File: config.mk
export PLATFORM = sky130hd
export DESIGN_NAME = wb_dword_initiator
export DESIGN_NICKNAME = d
export VERILOG_FILES = /design/src/rtl/wb_init_pkg.sv /design/src/rtl/wb_init_timer.sv /design/src/rtl/wb_dword_initiator.sv
export SDC_FILE = /design/constraint.sdc
export NUM_CORES = 1
export LEC_CHECK = 0
export BUFFER_PORTS_ARGS = -buffer_cell sky130_fd_sc_hd__buf_2
export CAP_MARGIN = 20
export CELL_PAD_IN_SITES_DETAIL_PLACEMENT = 2
export CELL_PAD_IN_SITES_GLOBAL_PLACEMENT = 2
export CORE_MARGIN = 2
export CORE_UTILIZATION = 31
export DETAILED_ROUTE_END_ITERATION = 7
export HOLD_SLACK_MARGIN = 0.15
export PLACE_DENSITY_LB_ADDON = 0.1
export SYNTH_ARGS = -nofsm -noshare
export SYNTH_HDL_FRONTEND = slang
export SYNTH_HIERARCHICAL = 1
export SYNTH_SLANG_ARGS = --single-unit
File: constraint.sdc
create_clock -name clk_i -period 2.32 [get_ports clk_i]
set_input_delay 0.232 -clock clk_i [delete_from_list [all_inputs] [get_ports clk_i]]
set_output_delay 0.232 -clock clk_i [all_outputs]
set_load 0.005 [all_outputs]
File: src/rtl/wb_init_pkg.sv
// Shared types for the Wishbone dword initiator: FSM states and
// response status codes returned on rsp_status_o.
package wb_init_pkg;

    typedef enum logic [1:0] {
        IDLE,
        REQ,
        WAIT,
        RSP
    } state_t;

    localparam logic [1:0] ST_OK  = 2'b00;
    localparam logic [1:0] ST_ERR = 2'b01;
    localparam logic [1:0] ST_RTY = 2'b10;
    localparam logic [1:0] ST_TMO = 2'b11;

endpackage

File: src/rtl/wb_init_timer.sv
// Per-word timeout: loadable down-counter, expires when it reaches zero.
// Ports: clk_i, rst_n_i, i_load (restart), i_run (count), o_expired.
module wb_init_timer #(
    parameter int TIMEOUT = 255
) (
    input  logic clk_i,
    input  logic rst_n_i,
    input  logic i_load,
    input  logic i_run,
    output logic o_expired
);

    localparam int CW = (TIMEOUT > 1) ? $clog2(TIMEOUT + 1) : 1;
    localparam logic [CW-1:0] LOAD = CW'(TIMEOUT);

    generate
        if (TIMEOUT == 0) begin : g_off
            logic w_unused;
            assign w_unused  = &{clk_i, rst_n_i, i_load, i_run};
            assign o_expired = 1'b0;
        end else begin : g_on
            logic [CW-1:0] r_cnt;

            // Loaded with TIMEOUT when stb asserts, so zero is reached
            // exactly TIMEOUT cycles later.
            always_ff @(posedge clk_i or negedge rst_n_i) begin
                if (!rst_n_i) begin
                    r_cnt <= LOAD;
                end else if (i_load) begin
                    r_cnt <= LOAD;
                end else if (i_run && (r_cnt != '0)) begin
                    r_cnt <= r_cnt - 1'b1;
                end
            end

            assign o_expired = (r_cnt == '0);
        end
    endgenerate

endmodule

File: src/rtl/wb_dword_initiator.sv
// Wishbone pipelined initiator: one 32/64-bit command at a time, 64-bit
// split into two words (high first) inside one cycle, one response pulse.
// Ports: clk_i/rst_n_i; cmd_* command (valid/ready); rsp_* response;
//        wb_* pipelined Wishbone master (32-bit data, word address).
module wb_dword_initiator #(
    parameter int ADDR_WIDTH = 6,
    parameter int TIMEOUT    = 255
) (
    input  logic                  clk_i,
    input  logic                  rst_n_i,
    input  logic                  cmd_valid_i,
    output logic                  cmd_ready_o,
    input  logic                  cmd_we_i,
    input  logic                  cmd_wide_i,
    input  logic [ADDR_WIDTH-3:0] cmd_adr_i,
    input  logic [63:0]           cmd_dat_i,
    output logic                  rsp_valid_o,
    output logic [63:0]           rsp_dat_o,
    output logic [1:0]            rsp_status_o,
    output logic                  wb_cyc_o,
    output logic                  wb_stb_o,
    output logic                  wb_we_o,
    output logic [ADDR_WIDTH-3:0] wb_adr_o,
    output logic [3:0]            wb_sel_o,
    output logic [31:0]           wb_dat_o,
    input  logic                  wb_ack_i,
    input  logic                  wb_err_i,
    input  logic                  wb_rty_i,
    input  logic                  wb_stall_i,
    input  logic [31:0]           wb_dat_i
);

    import wb_init_pkg::*;

    localparam int AW = ADDR_WIDTH - 2;

    state_t          r_state, w_state;
    logic            r_we, w_we;
    logic            r_wide, w_wide;
    logic [AW-1:1]   r_adr_hi, w_adr_hi;
    logic [31:0]     r_lo, w_lo;
    logic [31:0]     r_hi, w_hi;
    logic            r_word, w_word;
    logic            r_cyc, w_cyc;
    logic            r_stb, w_stb;
    logic [AW-1:0]   r_wb_adr, w_wb_adr;
    logic [31:0]     r_wb_dat, w_wb_dat;
    logic            r_rsp_valid, w_rsp_valid;
    logic [63:0]     r_rsp_dat, w_rsp_dat;
    logic [1:0]      r_status, w_status;

    logic            w_load;
    logic            w_run;
    logic            w_expired;
    logic            w_hit;
    logic            w_end;
    logic [1:0]      w_end_st;
    logic [63:0]     w_end_dat;

    assign w_run = (r_state == REQ) || (r_state == WAIT);

    // Slave responses count only in WAIT or in the REQ accept cycle.
    assign w_hit = (r_state == WAIT) ||
                   ((r_state == REQ) && !wb_stall_i);

    wb_init_timer #(
        .TIMEOUT (TIMEOUT)
    ) u_timer (
        .clk_i     (clk_i),
        .rst_n_i   (rst_n_i),
        .i_load    (w_load),
        .i_run     (w_run),
        .o_expired (w_expired)
    );

    always_comb begin
        w_state     = r_state;
        w_we        = r_we;
        w_wide      = r_wide;
        w_adr_hi    = r_adr_hi;
        w_lo        = r_lo;
        w_hi        = r_hi;
        w_word      = r_word;
        w_cyc       = r_cyc;
        w_stb       = r_stb;
        w_wb_adr    = r_wb_adr;
        w_wb_dat    = r_wb_dat;
        w_rsp_valid = 1'b0;
        w_rsp_dat   = r_rsp_dat;
        w_status    = r_status;
        w_load      = 1'b0;
        w_end       = 1'b0;
        w_end_st    = ST_OK;
        w_end_dat   = 64'h0;

        unique case (r_state)
            IDLE: begin
                if (cmd_valid_i) begin
                    w_we     = cmd_we_i;
                    w_wide   = cmd_wide_i;
                    w_adr_hi = cmd_adr_i[AW-1:1];
                    w_lo     = cmd_dat_i[31:0];
                    w_word   = 1'b0;
                    w_cyc    = 1'b1;
                    w_stb    = 1'b1;
                    w_load   = 1'b1;
                    w_state  = REQ;
                    if (cmd_wide_i) begin
                        w_wb_adr = {cmd_adr_i[AW-1:1], 1'b0};
                        w_wb_dat = cmd_dat_i[63:32];
                    end else begin
                        w_wb_adr = cmd_adr_i;
                        w_wb_dat = cmd_dat_i[31:0];
                    end
                end
            end
            REQ, WAIT: begin
                if (w_hit && (wb_err_i || wb_rty_i)) begin
                    w_end    = 1'b1;
                    w_end_st = wb_err_i ? ST_ERR : ST_RTY;
                end else if (w_hit && wb_ack_i) begin
                    if (r_wide && !r_word) begin
                        // Low word goes out right after the high word acks.
                        w_hi     = wb_dat_i;
                        w_word   = 1'b1;
                        w_stb    = 1'b1;
                        w_load   = 1'b1;
                        w_wb_adr = {r_adr_hi, 1'b1};
                        w_wb_dat = r_lo;
                        w_state  = REQ;
                    end else begin
                        w_end = 1'b1;
                        if (r_we) begin
                            w_end_dat = 64'h0;
                        end else if (r_wide) begin
                            w_end_dat = {r_hi, wb_dat_i};
                        end else begin
                            w_end_dat = {32'h0, wb_dat_i};
                        end
                    end
                end else if (w_expired) begin
                    w_end    = 1'b1;
                    w_end_st = ST_TMO;
                end else if (w_hit) begin
                    w_stb   = 1'b0;
                    w_state = WAIT;
                end
            end
            RSP: begin
                w_state = IDLE;
            end
            default: begin
                w_state = IDLE;
            end
        endcase

        if (w_end) begin
            w_cyc       = 1'b0;
            w_stb       = 1'b0;
            w_rsp_valid = 1'b1;
            w_rsp_dat   = w_end_dat;
            w_status    = w_end_st;
            w_state     = RSP;
        end
    end

    always_ff @(posedge clk_i or negedge rst_n_i) begin
        if (!rst_n_i) begin
            r_state     <= IDLE;
            r_we        <= 1'b0;
            r_wide      <= 1'b0;
            r_adr_hi    <= '0;
            r_lo        <= 32'h0;
            r_hi        <= 32'h0;
            r_word      <= 1'b0;
            r_cyc       <= 1'b0;
            r_stb       <= 1'b0;
            r_wb_adr    <= '0;
            r_wb_dat    <= 32'h0;
            r_rsp_valid <= 1'b0;
            r_rsp_dat   <= 64'h0;
            r_status    <= ST_OK;
        end else begin
            r_state     <= w_state;
            r_we        <= w_we;
            r_wide      <= w_wide;
            r_adr_hi    <= w_adr_hi;
            r_lo        <= w_lo;
            r_hi        <= w_hi;
            r_word      <= w_word;
            r_cyc       <= w_cyc;
            r_stb       <= w_stb;
            r_wb_adr    <= w_wb_adr;
            r_wb_dat    <= w_wb_dat;
            r_rsp_valid <= w_rsp_valid;
            r_rsp_dat   <= w_rsp_dat;
            r_status    <= w_status;
        end
    end

    assign cmd_ready_o  = (r_state == IDLE);
    assign rsp_valid_o  = r_rsp_valid;
    assign rsp_dat_o    = r_rsp_dat;
    assign rsp_status_o = r_status;
    assign wb_cyc_o     = r_cyc;
    assign wb_stb_o     = r_stb;
    assign wb_we_o      = r_we;
    assign wb_adr_o     = r_wb_adr;
    assign wb_sel_o     = 4'hF;
    assign wb_dat_o     = r_wb_dat;

endmodule

==> flow_summary.yaml, run 1 <==
setup_path:
  crit_type: "reg -> reg"
  arrival_ps: 2590
  startpoint: "r_state[0]"
  worstRegToRegCells: 9
  r2r-start: "r_state[0]"
  end_kind: "flop"
  required_ps: 2630
  rrSetupSlack_ps: 40
  cp-start-kind: "flop"
  reg2reg_to: "rsp_dat_o[41]"
  cp-endpoint: "rsp_dat_o[41]"
  cp_max_fo: 34
synthesis:
  ys_seq_area_share_pct: 58.91
  syn_area_um2: 7875
  ys_ff_latch: 185
  synth.distinct_cells: 44
  synth_area_per_cell_um2: 12.56
  synth.largest_area_cell: "dfrtp_1"
  synthAdderAreaFrac_pct: 1.112
  synth_top_area_share_pct: 56.24
  synth_top_family_by_area: "multiplexers"
  synth_compound_area_share_pct: 14.43
  synth_area_leaders: "dfrtp_1 (56%), a22o_1 (7.5%), mux2_2 (5.7%)"
  synthXorXnorAreaFrac_pct: 0
  synth_mux_area_share_pct: 15.89
  async_flop_share_pct: 100.0
  synth.yosys.warnings: 6
  synth_cells: 627
  synth_edf_count: 0
  synth-main-ff-cell: "dfrtp_1"
  synth-simple-area-share_pct: 6.276
place:
  gp_congestion: 0.7784
  numPortBuffers: 215
  dp_hpwl_um: 16740
clock_tree:
  clockBufferDepth: 2
  htreeDepth: 4
  clock-root-buffer: "clkbuf_16"
  cts.sinks: 185
  cts_tree: "yes"
  numCtsBuffers: 17
  clkSlewWorstSetupHoldPaths_ps: 80
  clk_latency_ps: 440
die:
  rows: 58
  fp.coreArea_um2: 25040
  die-area_um2: 26690
  ios: 220
  chipWidth_um: 163.4
  start_util_pct: 31.45
  die-height_um: 163.4
route:
  drt-pass1-iter-count: 4
  via_per_inst: 4.847
  drcViolationCount: 0
  wl_um: 25560
  wl_per_cell_um: 20.03
  postRouteAntennaNets: 0
  vias: 6185
  first_iter_violations: 227
layout:
  multi_input_area_um2: 3114
  fin_util_pct: 44.52
  nets: 1046
  fill_cells: 2591
  regArea_um2: 4641
  drive_above_1_share_pct: 41.89
  syn_to_final_growth_pct: 41.53
sta:
  period_needed_ps: 2281
  holdWs_ps: 200.4
  fmax_mhz: 438.4
  setup_violations: 0
  worstMarginPinSlew_ps: 606.5
  relSlewSlack_pct: 59.57
  skew_ps: 20.21
  rsz0062_at_grt: "true"
  slew_viol_final: 0
  min_period_over_period_pct: 98.31
  hold_viol: 0
run:
  maxCapViolations: 0
grt:
  grt_pass1_wl_um: 39810
  grt_max_degree: 69
  grt_pass1_vias: 6990
  grt_overflow: 0
  grt_use_total_pct: 19.25
  antenna_found_initial: 4
hold_path:
  hold_class: "in -> reg"
run_status:
  status: "completed"
power:
  sequentialPowerShare_pct: 36.1
  power_frac_comb_pct: 42.0
  p_int_w: 0.008743
  clkPwrFrac_pct: 21.9
  irDropWorstVdd_v: 0.0007691
  switchingPower_w: 0.005413
  power.density_nw_per_um2: 1270
  switching_share_pct: 38.24
  leakagePower_nw: 5.592
power groups by stage:
stage	Sequential (W)	Clock, W	Combinational, W
CTS	0.00512	0.00321	0.00570
finish	0.00511	0.00310	0.00595
floorplan	0.00502	0	0.00334
global route	0.00527	0.00333	0.00663
detailed placement	0.00516	0	0.00547
global placement	0.00505	0	0.00510
logic make-up (layout without fill, tap and decap cells):
kind of cell	count (synthesis)	count (layout)
AO/OA/AOI/OAI	165	165
adder cells (fa/ha/maj)	7	7
buffers and inverters	55	368
flip-flops	185	185
multiplexers	106	106
other	1	7
AND/OR/NAND/NOR	108	108
layer usage:
metal  GRT usage [%]  part of all wire, %  vias to the layer above
met5               0                0.063                        -
li1                -                    -                     2856
met1           24.22                   43                     3169
met2           33.60                   51                      143
met4           4.586                 0.87                        2
met3           4.342                  5.2                       15
cell usage after synthesis (8+ instances only):
library cell  number
dfrtp_1          177
a22o_1            67
nand2_1           44
o21ai_0           42
nor2_1            41
mux2_2            40
mux2i_1           38
a21oi_1           36
clkbuf_1          30
mux2_4            28
dfstp_2            8
inv_1              8
per-stage QoR:
step	cells	cell area, µm²	TNS [ps]	power (W)	worst slack, ps
5_1_grt	1274	11140	-421.8	0.01523	-52.27
3_5_place_dp	1158	9529	-4151	0.01063	-142.5
6_report	1276	11150	0	0.01416	39.11
3_3_place_gp	1158	9529	-876.8	0.01015	-35.43
2_1_floorplan	630	7918	-14.66	0.008360	-5.016
4_1_cts	1265	10960	0	0.01403	3.216
worst min path at each step:
stage              from               to  slack [ps]  cells after the start
2_1_floorplan   rst_n_i      r_adr_hi[1]         -60                      0
3_3_place_gp    rst_n_i     rsp_dat_o[5]         300                      1
3_5_place_dp    rst_n_i    rsp_dat_o[36]         300                      1
4_1_cts        wb_err_i  rsp_status_o[0]         180                      3
5_1_grt        wb_err_i  rsp_status_o[1]         210                      3
6_report       wb_err_i  rsp_status_o[0]         200                      3
timing repair:
| item | 4_1_cts | 5_1_grt |
|---|---|---|
| hold endpoints to repair | 162 | 0 |
| gates resized for setup | 10 | 17 |
| cloned | 1 | 3 |
| endpoints found under the setup margin | 44 | 115 |
| setup buffers | 3 | 5 |
| hold buffers | 71 | 0 |
| pin swaps | 1 | 2 |
placed cells by master (no fill, tap or decap), types with 4 or more instances in the layout:
cell	instances
a21oi_1	34
dfrtp_1	176
dfstp_2	8
inv_1	5
mux2_4	28
buf_4	24
buf_6	5
buf_2	215
mux2_2	40
dlygate4sd3_1	71
nand2_1	43
clkbuf_16	19
ha_1	4
conb_1	4
buf_12	9
clkinv_8	6
nor2_1	39
mux2i_1	38
inv_12	4
o21ai_0	41
a22o_1	67
flip-flops by register name (all words and copies together) (netlist names):
name,cells
u_timer/g_on.r_cnt,8
wb_dat_o,32
wb_cyc_o,1
wb_we_o,1
r_lo,32
rsp_valid_o,1
rsp_dat_o,64
wb_adr_o,4
wb_stb_o,1
r_word,1
rsp_status_o,2
r_adr_hi,3
r_hi,32
r_wide,1
r_state,2
final cells by class:
| class | instances | area share, % |
|---|---|---|
| sequential | 185 | 41.64 |
| tap | 330 | 3.705 |
| multi-input combinational | 390 | 27.94 |
| timing repair buffer | 328 | 20.59 |
| clock inverter | 15 | 1.976 |
| inverter | 8 | 0.2694 |
| antenna | 3 | 0.06736 |
| clock buffer | 17 | 3.817 |
worst max-delay path: stages, from the launching register on:
cell and delay [ps]:
dfrtp_2 450, ha_4 170, nor2b_4 130, buf_4 120
buf_4 130, o2111ai_2 270, o2111ai_4 230, buf_12 180
clkbuf_16 210, a22o_1 260
(Power assumes the default switching activity.)
==> run 2: changes to the inputs <==
--- a/config.mk
+++ b/config.mk
@@ -14,6 +14,7 @@
 export DETAILED_ROUTE_END_ITERATION = 7
 export HOLD_SLACK_MARGIN = 0.15
 export PLACE_DENSITY_LB_ADDON = 0.1
+export REMOVE_ABC_BUFFERS = 1
 export SYNTH_ARGS = -nofsm -noshare
 export SYNTH_HDL_FRONTEND = slang
 export SYNTH_HIERARCHICAL = 1
==> run 2 against run 1 <==
Global-route usage decreased by 0.89 points; total power shrank 3.9%; first-iteration DRC count down 7.0%; clock power shrank 3%; sequential cell count did not move; final area fell by 1.9%; critical endpoint is now u_timer/g_on.r_cnt[7].
==> flow_summary.yaml, run 2 (synthesized netlist as in run 1, its figures left out) <==
clock_tree:
  htreeDepth: 4
  cts.sinks: 185
  clkSlewWorstSetupHoldPaths_ps: 80
  cts_tree: "yes"
  clock-root-buffer: "clkbuf_16"
  clk_latency_ps: 430
  numCtsBuffers: 17
  clockBufferDepth: 2
place:
  numPortBuffers: 215
  place_ws_ps: -102.7
  dp_hpwl_um: 15880
  gp_congestion: 0.7318
  placed_area_um2: 9528
power:
  power.density_nw_per_um2: 1243
  switchingPower_w: 0.005119
  switching_share_pct: 37.65
  sequentialPowerShare_pct: 37.4
  clkPwrFrac_pct: 22.2
  power_frac_comb_pct: 40.4
  irDropWorstVdd_v: 0.0007990
  p_int_w: 0.008478
  leakagePower_nw: 5.506
grt:
  grt_pass1_wl_um: 38550
  antenna_found_initial: 2
  grt_overflow: 0
  grt_max_degree: 74
  grt_use_total_pct: 18.36
  grt_pass1_vias: 7086
sta:
  hold_viol: 0
  setup_violations: 0
  slew_viol_final: 0
  min_period_over_period_pct: 96.04
  fmax_mhz: 448.8
  worstMarginPinSlew_ps: 749.4
  rsz0062_at_grt: "false"
  setup_slack_ps: 91.85
  skew_ps: 15.51
  period_needed_ps: 2228
  relSlewSlack_pct: 50.04
setup_path:
  cp_slowest_cell: "or4b_4"
  cpLargestDelayFamily: "simple AND/OR/NAND/NOR gates"
  reg2reg_to: "u_timer/g_on.r_cnt[7]"
  crit_buf_inv: 3
  cp-start-kind: "flop"
  rrSetupSlack_ps: 90
  arrival_ps: 2590
  crit_type: "reg -> reg"
  cp_max_fo: 11
  end_kind: "flop"
  worstRegToRegCells: 7
  max_stage_delay_ps: 520
  r2r-start: "r_state[1]"
  required_ps: 2680
  crit_chain: "inv_1 -> buf_4 -> ha_2 -> buf_6 -> or4b_4 -> or4_1 -> nand3_1"
route:
  wl_per_cell_um: 18.86
  drt-pass1-iter-count: 4
  via_per_inst: 4.889
  postRouteAntennaNets: 0
  vias: 6175
  first_iter_violations: 211
  drcViolationCount: 0
  wl_um: 23820
layout:
  drive_above_1_share_pct: 39.76
  fill_cells: 2557
  fin_area_um2: 10940
  layout_common_cells: "buf_2 (214), dfrtp_1 (177), dlygate4sd3_1 (71)"
  syn_to_final_growth_pct: 38.86
  largest_reg_flops: 64
  diodes: 0
  nets: 1036
  layout_commonest_cell: "buf_2"
die:
  die-area_um2: 26690
  rows: 58
  fp.coreArea_um2: 25040
  die-height_um: 163.4
  start_util_pct: 31.45
  chipWidth_um: 163.4
  ios: 220
hold_path:
  worstHoldStart: "wb_err_i"
  hold_class: "in -> reg"
  min_delay_worst_endpoint: "rsp_status_o[1]"
  holdPathStages: 3
run_status:
  status: "completed"
run:
  maxCapViolations: 0
-- run 2: power by group through the flow --
stage	registers [W]	clock network, W	logic [W]
after floorplan	0.00513	0	0.00307
after global placement	0.00505	0	0.00499
after detailed placement	0.00514	0	0.00537
after CTS	0.00510	0.00312	0.00555
after global routing	0.00524	0.00325	0.00614
final	0.00508	0.00302	0.00550
-- run 2: final cells by class --
class | count | area [µm²] | area share, %
clock inverters | 15 | 201.4 | 1.842
repair buffers | 318 | 2193 | 20.06
multi-input cells | 390 | 3033 | 27.73
well taps | 330 | 412.9 | 3.776
clock buffers | 17 | 425.4 | 3.890
inverters | 8 | 30.03 | 0.2746
flip-flops and latches | 185 | 4639 | 42.43
-- run 2: tightest hold or removal path: stages --
cell and delay [ps]:
buf_2 110, o22ai_1 70, a22o_1 170
-- run 2: how the worst max path moves through the flow --
stage                     from               endpoint  slack (ps)  depth (start not counted)
finish              r_state[1]  u_timer/g_on.r_cnt[7]          90                          7
global route        r_state[0]          rsp_dat_o[25]         0.4                          7
CTS                 r_state[1]           wb_dat_o[11]           4                         10
detailed placement  r_state[0]                r_hi[3]        -100                          7
global placement    r_state[1]               r_hi[14]          20                          8
floorplan           r_state[0]          rsp_dat_o[32]       -2780                          5
-- run 2: layer usage --
metal	up-vias	part of all wire, %	track usage, %
li1	2832	-	-
met1	3150	43	22.24
met2	163	49	32.03
met3	26	6.2	5.053
met4	4	1.4	5.068
met5	-	0.13	0
-- run 2: repair_timing --
item                                   in CTS  in global routing
pin swaps                                   1                  1
gates resized for setup                     5                  7
gates cloned                                1                  0
endpoints found under the hold margin     162                  0
hold buffers                               71                  0
setup endpoints to repair                  37                 76
setup buffers                               2                  0
-- run 2: stage by stage --
stage               TNS, ps  total power [W]  std cells  util (%)  hold WS [ps]
finish                    0          0.01360       1263     43.68         188.5
global route              0          0.01463       1263     43.68         195.9
CTS                       0          0.01376       1263     43.62         173.9
detailed placement    -2981          0.01051       1157     38.06         325.0
global placement          0          0.01003       1157     38.06         322.0
floorplan           -309850         0.008206        583         -        -63.59
